### config.mk
export PLATFORM = sky130hd
export DESIGN_NAME = mem_access_unit_flat
export DESIGN_NICKNAME = d
export VERILOG_FILES = /design/src/rtl/mem_access_unit_if.sv /design/src/rtl/mem_access_unit.sv /design/src/flat_wrapper.sv
export SDC_FILE = /design/constraint.sdc
export NUM_CORES = 1
export LEC_CHECK = 0
export ABC_AREA = 1
export CAP_MARGIN = 20
export CORE_MARGIN = 10
export CORE_UTILIZATION = 54
export CTS_CLUSTER_DIAMETER = 200
export DETAILED_ROUTE_END_ITERATION = 8
export HOLD_SLACK_MARGIN = 0.05
export PLACE_DENSITY_LB_ADDON = 0.3
export SETUP_SLACK_MARGIN = 0.5
export SLEW_MARGIN = 10
export SYNTH_ARGS = -nofsm -noshare
export SYNTH_HDL_FRONTEND = slang
export SYNTH_SLANG_ARGS = --single-unit
### constraint.sdc
create_clock -name clk -period 4.9 [get_ports clk]
set_input_delay 0.49 -clock clk [delete_from_list [all_inputs] [get_ports clk]]
set_output_delay 0.49 -clock clk [all_outputs]
set_load 0.05 [all_outputs]
### src/rtl/mem_access_unit_if.sv
// Bundles the pipeline request/response handshake and the word-memory bus
// of the memory access unit. The unit sits on the slave side. The master
// side is the pipeline plus the memory.
interface mem_access_unit_if #(
  parameter int ADDR_W = 15
);
  logic              req_valid;
  logic              req_ready;
  logic              req_we;
  logic [1:0]        req_size;
  logic              req_unsigned;
  logic [ADDR_W-1:0] req_addr;
  logic [31:0]       req_wdata;
  logic              resp_valid;
  logic              resp_err;
  logic [31:0]       resp_rdata;
  logic              mem_cs;
  logic              mem_we;
  logic [ADDR_W-1:0] mem_addr;
  logic              mem_data_valid;
  logic [31:0]       mem_wdata;
  logic              mem_data_ready;
  logic [31:0]       mem_rdata;

  modport slave (
    input  req_valid, req_we, req_size, req_unsigned, req_addr, req_wdata,
    input  mem_data_ready, mem_rdata,
    output req_ready, resp_valid, resp_err, resp_rdata,
    output mem_cs, mem_we, mem_addr, mem_data_valid, mem_wdata
  );

  modport master (
    output req_valid, req_we, req_size, req_unsigned, req_addr, req_wdata,
    output mem_data_ready, mem_rdata,
    input  req_ready, resp_valid, resp_err, resp_rdata,
    input  mem_cs, mem_we, mem_addr, mem_data_valid, mem_wdata
  );
endinterface

### src/rtl/mem_access_unit.sv
// Core-side initiator for the chip_select/data_ready word memory.
// Runs one load or store at a time. Sub-word stores become read-modify-write.
// Load data is aligned and extended. Misaligned requests, illegal requests
// and handshake timeouts are reported through resp_err.
module mem_access_unit #(
  parameter int ADDR_W  = 15,
  parameter int TIMEOUT = 1023
) (
  input logic              clk,
  input logic              rst_n,
  mem_access_unit_if.slave bus
);

  localparam int CNT_W = $clog2(TIMEOUT + 1);

  typedef enum logic [2:0] {
    IDLE,
    WAIT_RDY,
    CAPTURE,
    WRITE,
    RELEASE,
    RESP,
    ERR_RESP,
    TIMEOUT_ERR
  } state_t;

  state_t            state;
  state_t            next_state;
  logic              rdy_meta;
  logic              rdy_s;
  logic [CNT_W-1:0]  cnt;
  logic              cnt_expired;
  logic              accept;
  logic              misaligned;
  logic              req_ready;
  logic              we_q;
  logic              uns_q;
  logic [1:0]        size_q;
  logic [ADDR_W-1:0] addr_q;
  logic [31:0]       wdata_q;
  logic [31:0]       merge_q;
  logic [31:0]       load_q;
  logic [31:0]       merge_d;
  logic [31:0]       load_d;
  logic [31:0]       shifted;

  // Two-flop synchroniser for the asynchronous memory data_ready.
  always_ff @(posedge clk) begin
    if (!rst_n) begin
      rdy_meta <= 1'b0;
      rdy_s    <= 1'b0;
    end else begin
      rdy_meta <= bus.mem_data_ready;
      rdy_s    <= rdy_meta;
    end
  end

  // Classify the incoming request as legal or misaligned/illegal.
  always_comb begin
    misaligned = 1'b0;
    case (bus.req_size)
      2'd0:    misaligned = 1'b0;
      2'd1:    misaligned = bus.req_addr[0];
      2'd2:    misaligned = |bus.req_addr[1:0];
      default: misaligned = 1'b1;
    endcase
  end

  // New requests wait until the previous access has fully released data_ready.
  // This keeps one chip_select edge per access, even after a timeout in RELEASE.
  assign req_ready   = (state == IDLE) && !rdy_s;
  assign accept      = bus.req_valid && req_ready;
  assign cnt_expired = (cnt == CNT_W'(TIMEOUT - 1));

  // State register.
  always_ff @(posedge clk) begin
    if (!rst_n) begin
      state <= IDLE;
    end else begin
      state <= next_state;
    end
  end

  // Next-state logic of the access sequence.
  always_comb begin
    next_state = state;
    case (state)
      IDLE: begin
        if (accept) begin
          next_state = misaligned ? ERR_RESP : WAIT_RDY;
        end
      end
      WAIT_RDY: begin
        if (rdy_s) begin
          next_state = CAPTURE;
        end else if (cnt_expired) begin
          next_state = TIMEOUT_ERR;
        end
      end
      CAPTURE: next_state = we_q ? WRITE : RELEASE;
      WRITE:   next_state = RELEASE;
      RELEASE: begin
        if (!rdy_s) begin
          next_state = RESP;
        end else if (cnt_expired) begin
          next_state = TIMEOUT_ERR;
        end
      end
      RESP:        next_state = IDLE;
      ERR_RESP:    next_state = IDLE;
      TIMEOUT_ERR: next_state = IDLE;
      default:     next_state = IDLE;
    endcase
  end

  // Wait counter: restarts on every state change and counts while waiting.
  always_ff @(posedge clk) begin
    if (!rst_n) begin
      cnt <= '0;
    end else if (state != next_state) begin
      cnt <= '0;
    end else if (state == WAIT_RDY || state == RELEASE) begin
      cnt <= cnt + CNT_W'(1);
    end
  end

  // Store merge and load alignment of the word returned by memory.
  always_comb begin
    merge_d = bus.mem_rdata;
    shifted = bus.mem_rdata >> {addr_q[1:0], 3'b000};
    load_d  = bus.mem_rdata;
    case (size_q)
      2'd0: begin
        merge_d[{addr_q[1:0], 3'b000} +: 8] = wdata_q[7:0];
        load_d = {{24{~uns_q & shifted[7]}}, shifted[7:0]};
      end
      2'd1: begin
        merge_d[{addr_q[1], 4'b0000} +: 16] = wdata_q[15:0];
        load_d = {{16{~uns_q & shifted[15]}}, shifted[15:0]};
      end
      default: begin
        merge_d = wdata_q;
        load_d  = bus.mem_rdata;
      end
    endcase
  end

  // Latch the request on accept and the memory word in CAPTURE.
  always_ff @(posedge clk) begin
    if (!rst_n) begin
      we_q    <= 1'b0;
      uns_q   <= 1'b0;
      size_q  <= 2'd0;
      addr_q  <= '0;
      wdata_q <= '0;
      merge_q <= '0;
      load_q  <= '0;
    end else if (accept) begin
      we_q    <= bus.req_we;
      uns_q   <= bus.req_unsigned;
      size_q  <= bus.req_size;
      addr_q  <= bus.req_addr;
      wdata_q <= bus.req_wdata;
    end else if (state == CAPTURE) begin
      merge_q <= merge_d;
      load_q  <= load_d;
    end
  end

  // Output decode from the current state.
  always_comb begin
    bus.req_ready      = req_ready;
    bus.mem_cs         = (state == WAIT_RDY) || (state == CAPTURE) || (state == WRITE);
    bus.mem_we         = bus.mem_cs && we_q;
    bus.mem_addr       = bus.mem_cs ? addr_q : '0;
    bus.mem_data_valid = (state == WRITE);
    bus.mem_wdata      = (state == WRITE) ? merge_q : 32'd0;
    bus.resp_valid     = (state == RESP) || (state == ERR_RESP) || (state == TIMEOUT_ERR);
    bus.resp_err       = (state == ERR_RESP) || (state == TIMEOUT_ERR);
    bus.resp_rdata     = ((state == RESP) && !we_q) ? load_q : 32'd0;
  end

endmodule
### src/flat_wrapper.sv
// flat-port wrapper written by rule: the top's interface ports become plain ports
module mem_access_unit_flat 
#(
  parameter int ADDR_W  = 15,
  parameter int TIMEOUT = 1023
)
  (clk, rst_n, bus_req_valid, bus_req_we, bus_req_size, bus_req_unsigned, bus_req_addr, bus_req_wdata, bus_mem_data_ready, bus_mem_rdata, bus_req_ready, bus_resp_valid, bus_resp_err, bus_resp_rdata, bus_mem_cs, bus_mem_we, bus_mem_addr, bus_mem_data_valid, bus_mem_wdata);
  mem_access_unit_if #(.ADDR_W(ADDR_W)) bus_i ();
  input logic clk;
  input logic rst_n;
  input wire logic [$bits(bus_i.req_valid)-1:0] bus_req_valid;
  input wire logic [$bits(bus_i.req_we)-1:0] bus_req_we;
  input wire logic [$bits(bus_i.req_size)-1:0] bus_req_size;
  input wire logic [$bits(bus_i.req_unsigned)-1:0] bus_req_unsigned;
  input wire logic [$bits(bus_i.req_addr)-1:0] bus_req_addr;
  input wire logic [$bits(bus_i.req_wdata)-1:0] bus_req_wdata;
  input wire logic [$bits(bus_i.mem_data_ready)-1:0] bus_mem_data_ready;
  input wire logic [$bits(bus_i.mem_rdata)-1:0] bus_mem_rdata;
  output wire logic [$bits(bus_i.req_ready)-1:0] bus_req_ready;
  output wire logic [$bits(bus_i.resp_valid)-1:0] bus_resp_valid;
  output wire logic [$bits(bus_i.resp_err)-1:0] bus_resp_err;
  output wire logic [$bits(bus_i.resp_rdata)-1:0] bus_resp_rdata;
  output wire logic [$bits(bus_i.mem_cs)-1:0] bus_mem_cs;
  output wire logic [$bits(bus_i.mem_we)-1:0] bus_mem_we;
  output wire logic [$bits(bus_i.mem_addr)-1:0] bus_mem_addr;
  output wire logic [$bits(bus_i.mem_data_valid)-1:0] bus_mem_data_valid;
  output wire logic [$bits(bus_i.mem_wdata)-1:0] bus_mem_wdata;
  assign bus_i.req_valid = bus_req_valid;
  assign bus_i.req_we = bus_req_we;
  assign bus_i.req_size = bus_req_size;
  assign bus_i.req_unsigned = bus_req_unsigned;
  assign bus_i.req_addr = bus_req_addr;
  assign bus_i.req_wdata = bus_req_wdata;
  assign bus_i.mem_data_ready = bus_mem_data_ready;
  assign bus_i.mem_rdata = bus_mem_rdata;
  assign bus_req_ready = bus_i.req_ready;
  assign bus_resp_valid = bus_i.resp_valid;
  assign bus_resp_err = bus_i.resp_err;
  assign bus_resp_rdata = bus_i.resp_rdata;
  assign bus_mem_cs = bus_i.mem_cs;
  assign bus_mem_we = bus_i.mem_we;
  assign bus_mem_addr = bus_i.mem_addr;
  assign bus_mem_data_valid = bus_i.mem_data_valid;
  assign bus_mem_wdata = bus_i.mem_wdata;
  mem_access_unit #(.ADDR_W(ADDR_W), .TIMEOUT(TIMEOUT)) u_core (.clk(clk), .rst_n(rst_n), .bus(bus_i));
endmodule
==> results.sh, run 1 <==
export IMPL_grt_pass1_wl_mm=38.8
export IMPL_firstDrtPassIters=5
export IMPL_final_nets=1343
export IMPL_hold_path_class="flop to flop"
export IMPL_die_w_um=136
export IMPL_drive_above_1_share_pct=5.31
export IMPL_rsz0062_at_grt="false"
export IMPL_ctsHoldBuffers=0
export IMPL_maxCapViolations=0
export IMPL_clk_pin_slew_ns=0.06
export IMPL_cp_max_fo=19
export IMPL_switchingPower_w=0.00179
export IMPL_setup_tns_ns=0
export IMPL_viasPerCell=5.41
export IMPL_yosysWarnings=0
export IMPL_drc=0
export IMPL_rr_endpoint="u_core.merge_q[27]$_SDFFE_PN0P_"
export IMPL_cp_end_kind="primary output"
export IMPL_tritoncts="yes"
export IMPL_leakage_nw=3.97
export IMPL_cts_resized=0
export IMPL_avgRoutedWirePerCell_um=17.3
export IMPL_start_util_pct=54.8
export IMPL_port_buffers=171
export IMPL_min_period_ns=3.16
export IMPL_ff2ff_path_depth=10
export IMPL_p_int_w=0.00267
export IMPL_worstPathArrival_ns=2.67
export IMPL_tightest_slew_ns=0.848
export IMPL_dp_cells=1405
export IMPL_clk_latency_ns=0.42
export IMPL_synth_top_cell_by_area="dfxtp_1"
export IMPL_first_iter_violations=811
export IMPL_clock_skew_final_ns=0.00584
export IMPL_hold_path_depth=2
export IMPL_fin_crit_sh_pct=64.4
export IMPL_post_synth_num_cell_types=36
export IMPL_yosysSeqAreaShare_pct=36.0
export IMPL_synthFlopType="dfxtp_1"
export IMPL_synth_edf_count=0
export IMPL_peakVddDrop_uv=441
export IMPL_area_growth_pct=32.4
export IMPL_antenna_cells=0
export IMPL_ys_top_cells_by_area="dfxtp_1 36%, inv_1 11%, a21oi_1 9.8%"
export IMPL_gr_usage_all_layers_pct=26.4
export IMPL_fmax_mhz=317
export IMPL_hold_end="u_core.rdy_s$_SDFF_PN0_"
export IMPL_numClockSinks=130
export IMPL_p_comb_share_pct=38.3
export IMPL_syn_inst=1115
export IMPL_max_slew_margin_pct=43.4
export IMPL_vias=7769
export IMPL_slew_viol_final=0
export IMPL_grt_ovfl_total=0
export IMPL_dp_hpwl_mm=18.1
export IMPL_grt_pass1_vias=7219
export IMPL_die_area_mm2=0.0184
export IMPL_gp_congestion=0.966
export IMPL_synth_cell_area_mm2=0.00723
export IMPL_fin_cells=1437
export IMPL_dieHeight_um=136
export IMPL_clockPowerShare_pct=30.5
export IMPL_clockBufferDepth=2
export IMPL_setup_violations=0
export IMPL_core_area_mm2=0.0132
export IMPL_critical_path_class="flop to primary output"
export IMPL_start_kind="flop"
export IMPL_p_per_area_mw_per_mm2=466
export IMPL_r2r_start="u_core.addr_q[1]$_SDFFE_PN0N_"
export IMPL_seqPwrFrac_pct=31.2
export IMPL_synth_avg_cell_area_um2=6.48
export IMPL_grt_max_degree=82
export IMPL_async_reset_ff_share_pct=0
export IMPL_swShare_pct=40.2
export IMPL_antenna_found_initial=0
export IMPL_cts_made_buffers=17
export IMPL_final_hold_viol_count=0
export IMPL_synth_top_area_share_pct=36.0
export IMPL_min_from="u_core.rdy_meta$_SDFF_PN0_"
export IMPL_hold_slack_ns=0.411
export IMPL_cts_root_buf="clkbuf_16"
export IMPL_routed_wl_mm=24.9
export IMPL_synth_seq_cells=130
export IMPL_cp_required_ns=4.41
export IMPL_num_io_pins=172
export IMPL_core_rowCount=42
export IMPL_status="complete, no violations"
export IMPL_r2r_slack_ns=2.21
export IMPL_post_cts_buffers=0
export IMPL_ant_nets=0
export IMPL_syn_num_nets=1209
export IMPL_htreeDepth=4
-- worst max-delay path by stage --
stage	from	to	slack, ns	cells after the start
2_1_floorplan	u_core.state[1]$_SDFF_PN0_	bus_mem_addr[10]	2.07	5
3_5_place_dp	u_core.state[2]$_SDFF_PN0_	bus_mem_wdata[11]	2.04	6
3_3_place_gp	u_core.state[2]$_SDFF_PN0_	bus_mem_wdata[19]	2.19	6
6_report	u_core.state[2]$_SDFF_PN0_	bus_mem_wdata[11]	1.74	7
5_1_grt	u_core.state[2]$_SDFF_PN0_	bus_mem_wdata[16]	1.60	7
4_1_cts	u_core.state[2]$_SDFF_PN0_	bus_mem_wdata[11]	1.57	6
-- layout make-up --
type	count	area [um2]
multi-input combinational	694	3480
sequential	130	2600
inverter	226	848
tap	176	220
clock inverter	12	181
timing repair buffer	180	1780
clock buffer	19	453
fill	1105	3620
-- critical path: stages (launching register included) --
cell and delay, ns:
dfxtp_1 0.36, inv_2 0.15, nand2_1 0.09, nor2_1 0.16
inv_1 0.29, buf_8 0.26, nor2_1 0.11, clkdlybuf4s50_1 0.81
-- stage by stage --
stage | total power, W | cell area [um2] | setup WS (ns) | util, %
final | 0.00446 | 9570 | 1.74 | 72.6
after global routing | 0.00470 | 9570 | 1.60 | 72.6
after CTS | 0.00444 | 9560 | 1.57 | 72.5
after detailed placement | 0.00307 | 8920 | 2.04 | 67.6
after global placement | 0.00304 | 8920 | 2.19 | 67.6
after floorplan | 0.00260 | 7230 | 2.07 | -
-- placed cells by master (no fill, tap or decap), types with 7 or more instances in the layout --
cell             netlist  routed
a22oi_1                8       8
o21ai_0              126     126
nand4_1                7       7
dfxtp_1              130     130
nand3_1               30      30
inv_2                  8       8
clkdlybuf4s50_1        0     170
nor2_1               141     141
nand2_1              137     137
o2111ai_1              8       8
buf_4                  1       8
ha_1                   7       7
a21oi_1              141     141
inv_1                218     218
clkbuf_16              0      17
o22ai_1               26      26
o211ai_1              27      27
-- registers in the layout (all words and copies together) (netlist names), 2 cells and up --
signal and flops:
u_core.addr_q 15, u_core.cnt 10, u_core.load_q 32, u_core.merge_q 32, u_core.size_q 2, u_core.state 3, u_core.wdata_q 32
-- power groups by stage --
stage               Combinational [W]  Clock (W)  Sequential, W
floorplan                     0.00122          0        0.00137
global placement              0.00164          0        0.00140
detailed placement            0.00167          0        0.00141
CTS                           0.00168    0.00137        0.00139
global route                  0.00187    0.00142        0.00141
finish                        0.00171    0.00136        0.00139
-- cells by family after synthesis --
kind of cell	after synthesis	share of synthesized area [%]
AOI/OAI and AO/OA	346	26.3
xor gates and xnor gates	8	0.969
adders and majority gates	7	1.21
buffers and inverters	291	15.8
DFF	130	36.0
and+or+nand+nor	333	19.7
-- cells in the mapped netlist, drive strengths merged (2+ instances only) --
library cell  count
nand3            34
ha                7
a21oi           142
o21ai           128
nand2           140
a22oi             8
nor3              2
o211ai           27
o2111ai           8
buf              26
clkbuf           39
xnor2             4
nor2            148
a41oi             3
a31oi             3
o22ai            26
xor2              4
inv             226
dfxtp           130
nand4             9
-- layer usage --
layer | track usage, % | part of all wire [%]
met1 | 33.4 | 41
met2 | 41.7 | 46
met3 | 8.31 | 10
met4 | 8.37 | 2.1
met5 | 0 | 0
Note: power is estimated with default switching activity, not from simulation.
==> run 2: changes to the inputs <==
CORE_UTILIZATION = 51   (was 54)
clock period = 3.3 ns   (was 4.9 ns; I/O delays follow)
==> run 2 against run 1 <==
  * Non-clock buffer count grew 1
  * Sequential power up 48%
  * Die area is 5.0% higher
  * Critical endpoint is now bus_resp_rdata[13]
  * Highest routed layer unchanged
==> results.sh, run 2 (synthesis results as in run 1) <==
export IMPL_hold_path_class="primary input to flop"
export IMPL_setup_tns_ns=0
export IMPL_final_common_cell="inv_1"
export IMPL_drc=0
export IMPL_grt_pass1_wl_mm=38.9
export IMPL_max_slew_margin_pct=43.7
export IMPL_switchingPower_w=0.00268
export IMPL_core_area_mm2=0.0139
export IMPL_critical_path_class="flop to primary output"
export IMPL_final_nets=1344
export IMPL_final_cell_mix="218 x inv_1, 141 x nor2_1, 141 x a21oi_1"
export IMPL_grt_pass1_vias=7357
export IMPL_seqPwrFrac_pct=31.5
export IMPL_grt_max_degree=81
export IMPL_start_util_pct=52.1
export IMPL_avgRoutedWirePerCell_um=17.1
export IMPL_final_hold_viol_count=0
export IMPL_swShare_pct=41.0
export IMPL_p_comb_share_pct=38.7
export IMPL_first_iter_violations=803
export IMPL_p_int_w=0.00386
export IMPL_clk_pin_slew_ns=0.06
export IMPL_antenna_cells=0
export IMPL_dieHeight_um=139
export IMPL_fin_crit_sh_pct=80.8
export IMPL_maxCapViolations=0
export IMPL_min_period_ns=2.67
export IMPL_post_cts_buffers=0
export IMPL_viasPerCell=5.33
export IMPL_start_kind="flop"
export IMPL_ant_nets=0
export IMPL_cp_required_ns=2.97
export IMPL_rsz0062_at_grt="false"
export IMPL_slew_viol_final=0
export IMPL_port_buffers=171
export IMPL_tritoncts="yes"
export IMPL_cts_made_buffers=17
export IMPL_num_io_pins=172
export IMPL_clockPowerShare_pct=29.8
export IMPL_clock_skew_final_ns=0.00560
export IMPL_cts_root_buf="clkbuf_16"
export IMPL_cp_max_fo=32
export IMPL_setup_ws_ns=0.634
export IMPL_gr_usage_all_layers_pct=24.6
export IMPL_htreeDepth=4
export IMPL_drive_above_1_share_pct=6.57
export IMPL_reg_top3="u_core.load_q: 32 flops, u_core.merge_q: 32 flops, u_core.wdata_q: 32 flops"
export IMPL_worstPathArrival_ns=2.34
export IMPL_clockBufferDepth=2
export IMPL_p_per_area_mw_per_mm2=686
export IMPL_antenna_found_initial=0
export IMPL_cp_end_kind="primary output"
export IMPL_clk_latency_ns=0.43
export IMPL_area_growth_pct=31.9
export IMPL_gp_congestion=1.01
export IMPL_routed_wl_mm=24.7
export IMPL_vias=7692
export IMPL_leakage_nw=4.37
export IMPL_numClockSinks=130
export IMPL_status="complete, no violations"
export IMPL_die_w_um=139
export IMPL_die_area_mm2=0.0193
export IMPL_core_rowCount=43
export IMPL_tightest_slew_ns=0.844
export IMPL_setup_violations=0
export IMPL_grt_ovfl_total=0
export IMPL_fmax_mhz=375
export IMPL_pre_cts_slack_ns=0.870
export IMPL_dp_hpwl_mm=18.4
export IMPL_firstDrtPassIters=6
export IMPL_peakVddDrop_uv=499
[run 2: worst paths after layout]
kind                                                    start                              end  slack [ns]  depth (start not counted)
worst min register to register     u_core.rdy_meta$_SDFF_PN0_          u_core.rdy_s$_SDFF_PN0_        0.42                          2
worst min-delay path                                    rst_n    u_core.load_q[6]$_SDFFE_PN0P_        0.24                          3
worst max-delay path               u_core.state[1]$_SDFF_PN0_               bus_resp_rdata[13]        0.63                          5
worst max register to register  u_core.addr_q[1]$_SDFFE_PN0N_  u_core.merge_q[31]$_SDFFE_PN0P_        1.07                          8
[run 2: repair_timing]
action                                  4_1_cts  5_1_grt
hold buffers                                  0        0
endpoints found under the setup margin       24       15
gates resized for setup                      24       15
[run 2: layout make-up]
type                       count  area (um2)
timing repair buffer         181        1760
clock buffer                  18         429
fill                        1290        4350
clock inverter                14         178
multi-input combinational    694        3480
inverter                     226         848
sequential                   130        2600
tap                          180         225
[run 2: power by group through the flow]
stage               registers, W  clock network, W  logic (W)
finish                   0.00206           0.00195    0.00253
global route             0.00210           0.00203    0.00280
CTS                      0.00206           0.00196    0.00251
detailed placement       0.00209                 0    0.00249
global placement         0.00208                 0    0.00246
floorplan                0.00204                 0    0.00182
[run 2: through the flow]
step | utilization, % | cells | power, W | hold slack (ns) | area, um2
after detailed placement | 64.2 | 1411 | 0.00458 | 0.406 | 8920
after global placement | 64.2 | 1411 | 0.00454 | 0.395 | 8920
after floorplan | - | 1115 | 0.00386 | 0.390 | 7230
after global routing | 68.7 | 1443 | 0.00693 | 0.244 | 9530
final | 68.7 | 1443 | 0.00654 | 0.244 | 9530
after CTS | 68.4 | 1443 | 0.00654 | 0.237 | 9490
[run 2: per-layer routing]
metal  GRT usage [%]  wire length, um  vias to the layer above
li1                -                -                     3865
met1            30.5            10300                     3453
met2            39.1            11400                      319
met3            7.47             2200                       55
met4            9.72              753                        0
met5               0                0                        -
[run 2: worst max-delay path: stages (launching register included)]
cell and delay, ns:
dfxtp_1 0.38, inv_1 0.13, nand4_1 0.16, buf_4 0.28, nor2_1 0.13, clkdlybuf4s50_1 0.81
==> RTL edit (config.mk and constraints of run 2) <==
`ADDR_W` is set to 15 in 3 places; all go to 14.
--- a/src/rtl/mem_access_unit_if.sv
+++ b/src/rtl/mem_access_unit_if.sv
@@ -2,7 +2,7 @@
 // of the memory access unit. The unit sits on the slave side. The master
 // side is the pipeline plus the memory.
 interface mem_access_unit_if #(
-  parameter int ADDR_W = 15
+  parameter int ADDR_W = 14
 );
   logic              req_valid;
   logic              req_ready;
--- a/src/rtl/mem_access_unit.sv
+++ b/src/rtl/mem_access_unit.sv
@@ -3,7 +3,7 @@
 // Load data is aligned and extended. Misaligned requests, illegal requests
 // and handshake timeouts are reported through resp_err.
 module mem_access_unit #(
-  parameter int ADDR_W  = 15,
+  parameter int ADDR_W  = 14,
   parameter int TIMEOUT = 1023
 ) (
   input logic              clk,
--- a/src/flat_wrapper.sv
+++ b/src/flat_wrapper.sv
@@ -1,7 +1,7 @@
 // flat-port wrapper written by rule: the top's interface ports become plain ports
 module mem_access_unit_flat 
 #(
-  parameter int ADDR_W  = 15,
+  parameter int ADDR_W  = 14,
   parameter int TIMEOUT = 1023
 )
   (clk, rst_n, bus_req_valid, bus_req_we, bus_req_size, bus_req_unsigned, bus_req_addr, bus_req_wdata, bus_mem_data_ready, bus_mem_rdata, bus_req_ready, bus_resp_valid, bus_resp_err, bus_resp_rdata, bus_mem_cs, bus_mem_we, bus_mem_addr, bus_mem_data_valid, bus_mem_wdata);
Interface: changed (resized bus_mem_addr and bus_req_addr); port bits go from 172 to 170. No check against the original RTL was run, so the function may have changed too.
==> RTL edit against run 2 <==
- via count is 0.14% higher
- sequential cell count is 1 lower
- setup slack worse by 0.042 ns
- cell area is 0.93% lower
- synthesized area is 0.19% higher
- combinational power is 8.7% higher
- total power is 3.0% higher
- wire length is 4.5% lower
==> RTL edit: results (changes against run 2) <==
\begin{tabular}{lr}
\hline
Metric & Value \\
\hline
\multicolumn{2}{l}{\textbf{Routing}} \\
Routed wirelength normalized by instance count & 16.4 um (-4.1\%) \\
Via count & 7703 (+0.14\%) \\
DRT Pass-1 Iters & 7 (+1) \\
Metal3 WL & 2820 um (+28\%) \\
Wl on met1 & 9900 um (-4.3\%) \\
Starting DRT DRC Count & 880 (+9.6\%) \\
Mean number of vias per cell & 5.36 (+0.56\%) \\
\multicolumn{2}{l}{\textbf{Synthesis}} \\
Top cell types by occurrence after synthesis & sky130\_fd\_sc\_hd\_\_inv\_1 (216), sky130\_fd\_sc\_hd\_\_a21oi\_1 (153), sky130\_fd\_sc\_hd\_\_nand2\_1 (141) \\
Xor-xnor portion of the synthesized cell area & 0.968\% (-0.0018 points) \\
Synth Register Bits & 129 (-0.77\%) \\
Syn\_area\_per\_cell & 6.52 um2 (+0.55\%) \\
\multicolumn{2}{l}{\textbf{Power and ir drop}} \\
Maximum vdd ir drop & 503 uV (+0.85\%) \\
\multicolumn{2}{l}{\textbf{Global routing}} \\
Global-route usage over all layers & 23.2\% (-1.4 points) \\
Met1 usage in global routing & 29.3\% (-1.2 points) \\
GR met2 Demand/Resource & 35.1\% (-4.0 points) \\
Largest net degree at the start of global routing & 83 (+2.5\%) \\
Wire length of the first global-routing pass & 37000 um (-4.9\%) \\
\multicolumn{2}{l}{\textbf{Worst setup path}} \\
Arrival time of the worst setup path & 2.38 ns (+0.04 ns) \\
Critical path destination & bus\_mem\_wdata[8] \\
Reg-to-reg startpoint & u\_core.size\_q[1] \\
Worst reg2reg endpoint & u\_core.merge\_q[1] \\
\multicolumn{2}{l}{\textbf{Layout}} \\
Multi-input comb cells & 689 (-0.72\%) \\
Clock network share of area & 6.51\% (+0.14 points) \\
Number of non-clock inverters in the layout & 224 (-0.88\%) \\
Total number of nets in the final design & 1337 (-0.52\%) \\
Non-clock buffer share of cell area & 17.8\% (-0.73 points) \\
Fraction of final layout cells with drive strength greater than 1 & 10.5\% (+3.9 points) \\
Area of combinational cells with multiple inputs & 3500 um2 (+0.36\%) \\
Proportion of cell area occupied by registers & 27.3\% (+0.045 points) \\
Fillers & 1256 (-2.6\%) \\
Number of clock buffers in the layout & 19 (+1) \\
\multicolumn{2}{l}{\textbf{Floorplan}} \\
Die width & 139 um (about the same) \\
\multicolumn{2}{l}{\textbf{Place}} \\
Final RePlAce weighted congestion & 1.03 (+1.9\%) \\
\# placed instances & 1404 (-0.50\%) \\
\multicolumn{2}{l}{\textbf{STA}} \\
Worst Skew & 0.00740 ns (+0.00180 ns) \\
\multicolumn{2}{l}{\textbf{Clock network}} \\
Resize count post-CTS & 47 (+96\%) \\
\multicolumn{2}{l}{\textbf{Hold path}} \\
Worst hold path type & flip-flop to flip-flop \\
\multicolumn{2}{l}{\textbf{Status}} \\
Run status & finished, final reports clean \\
\hline
\end{tabular}
[RTL edit: cell types whose count changed after synthesis, moves of 4 or more]
cell | run 2 | this run
sky130_fd_sc_hd__nand4_1 | 7 | 12
sky130_fd_sc_hd__o211ai_1 | 27 | 9
sky130_fd_sc_hd__nor2_1 | 141 | 118
sky130_fd_sc_hd__a22oi_1 | 8 | 0
sky130_fd_sc_hd__o21ai_0 | 126 | 136
sky130_fd_sc_hd__nand2_1 | 137 | 141
sky130_fd_sc_hd__a21oi_1 | 141 | 153
sky130_fd_sc_hd__o31ai_1 | 0 | 8
sky130_fd_sc_hd__nand3_1 | 30 | 19
sky130_fd_sc_hd__o2111ai_1 | 8 | 2
sky130_fd_sc_hd__o221ai_1 | 0 | 8
sky130_fd_sc_hd__o22ai_1 | 26 | 33
[RTL edit: tightest hold or removal path, delay by kind of cell (launching register included)]
family / cells / cell delay (ns)
flip-flops: 1 / 0.31
AND/OR/NAND/NOR: 1 / 0.05
buffers and inverters: 1 / 0.04
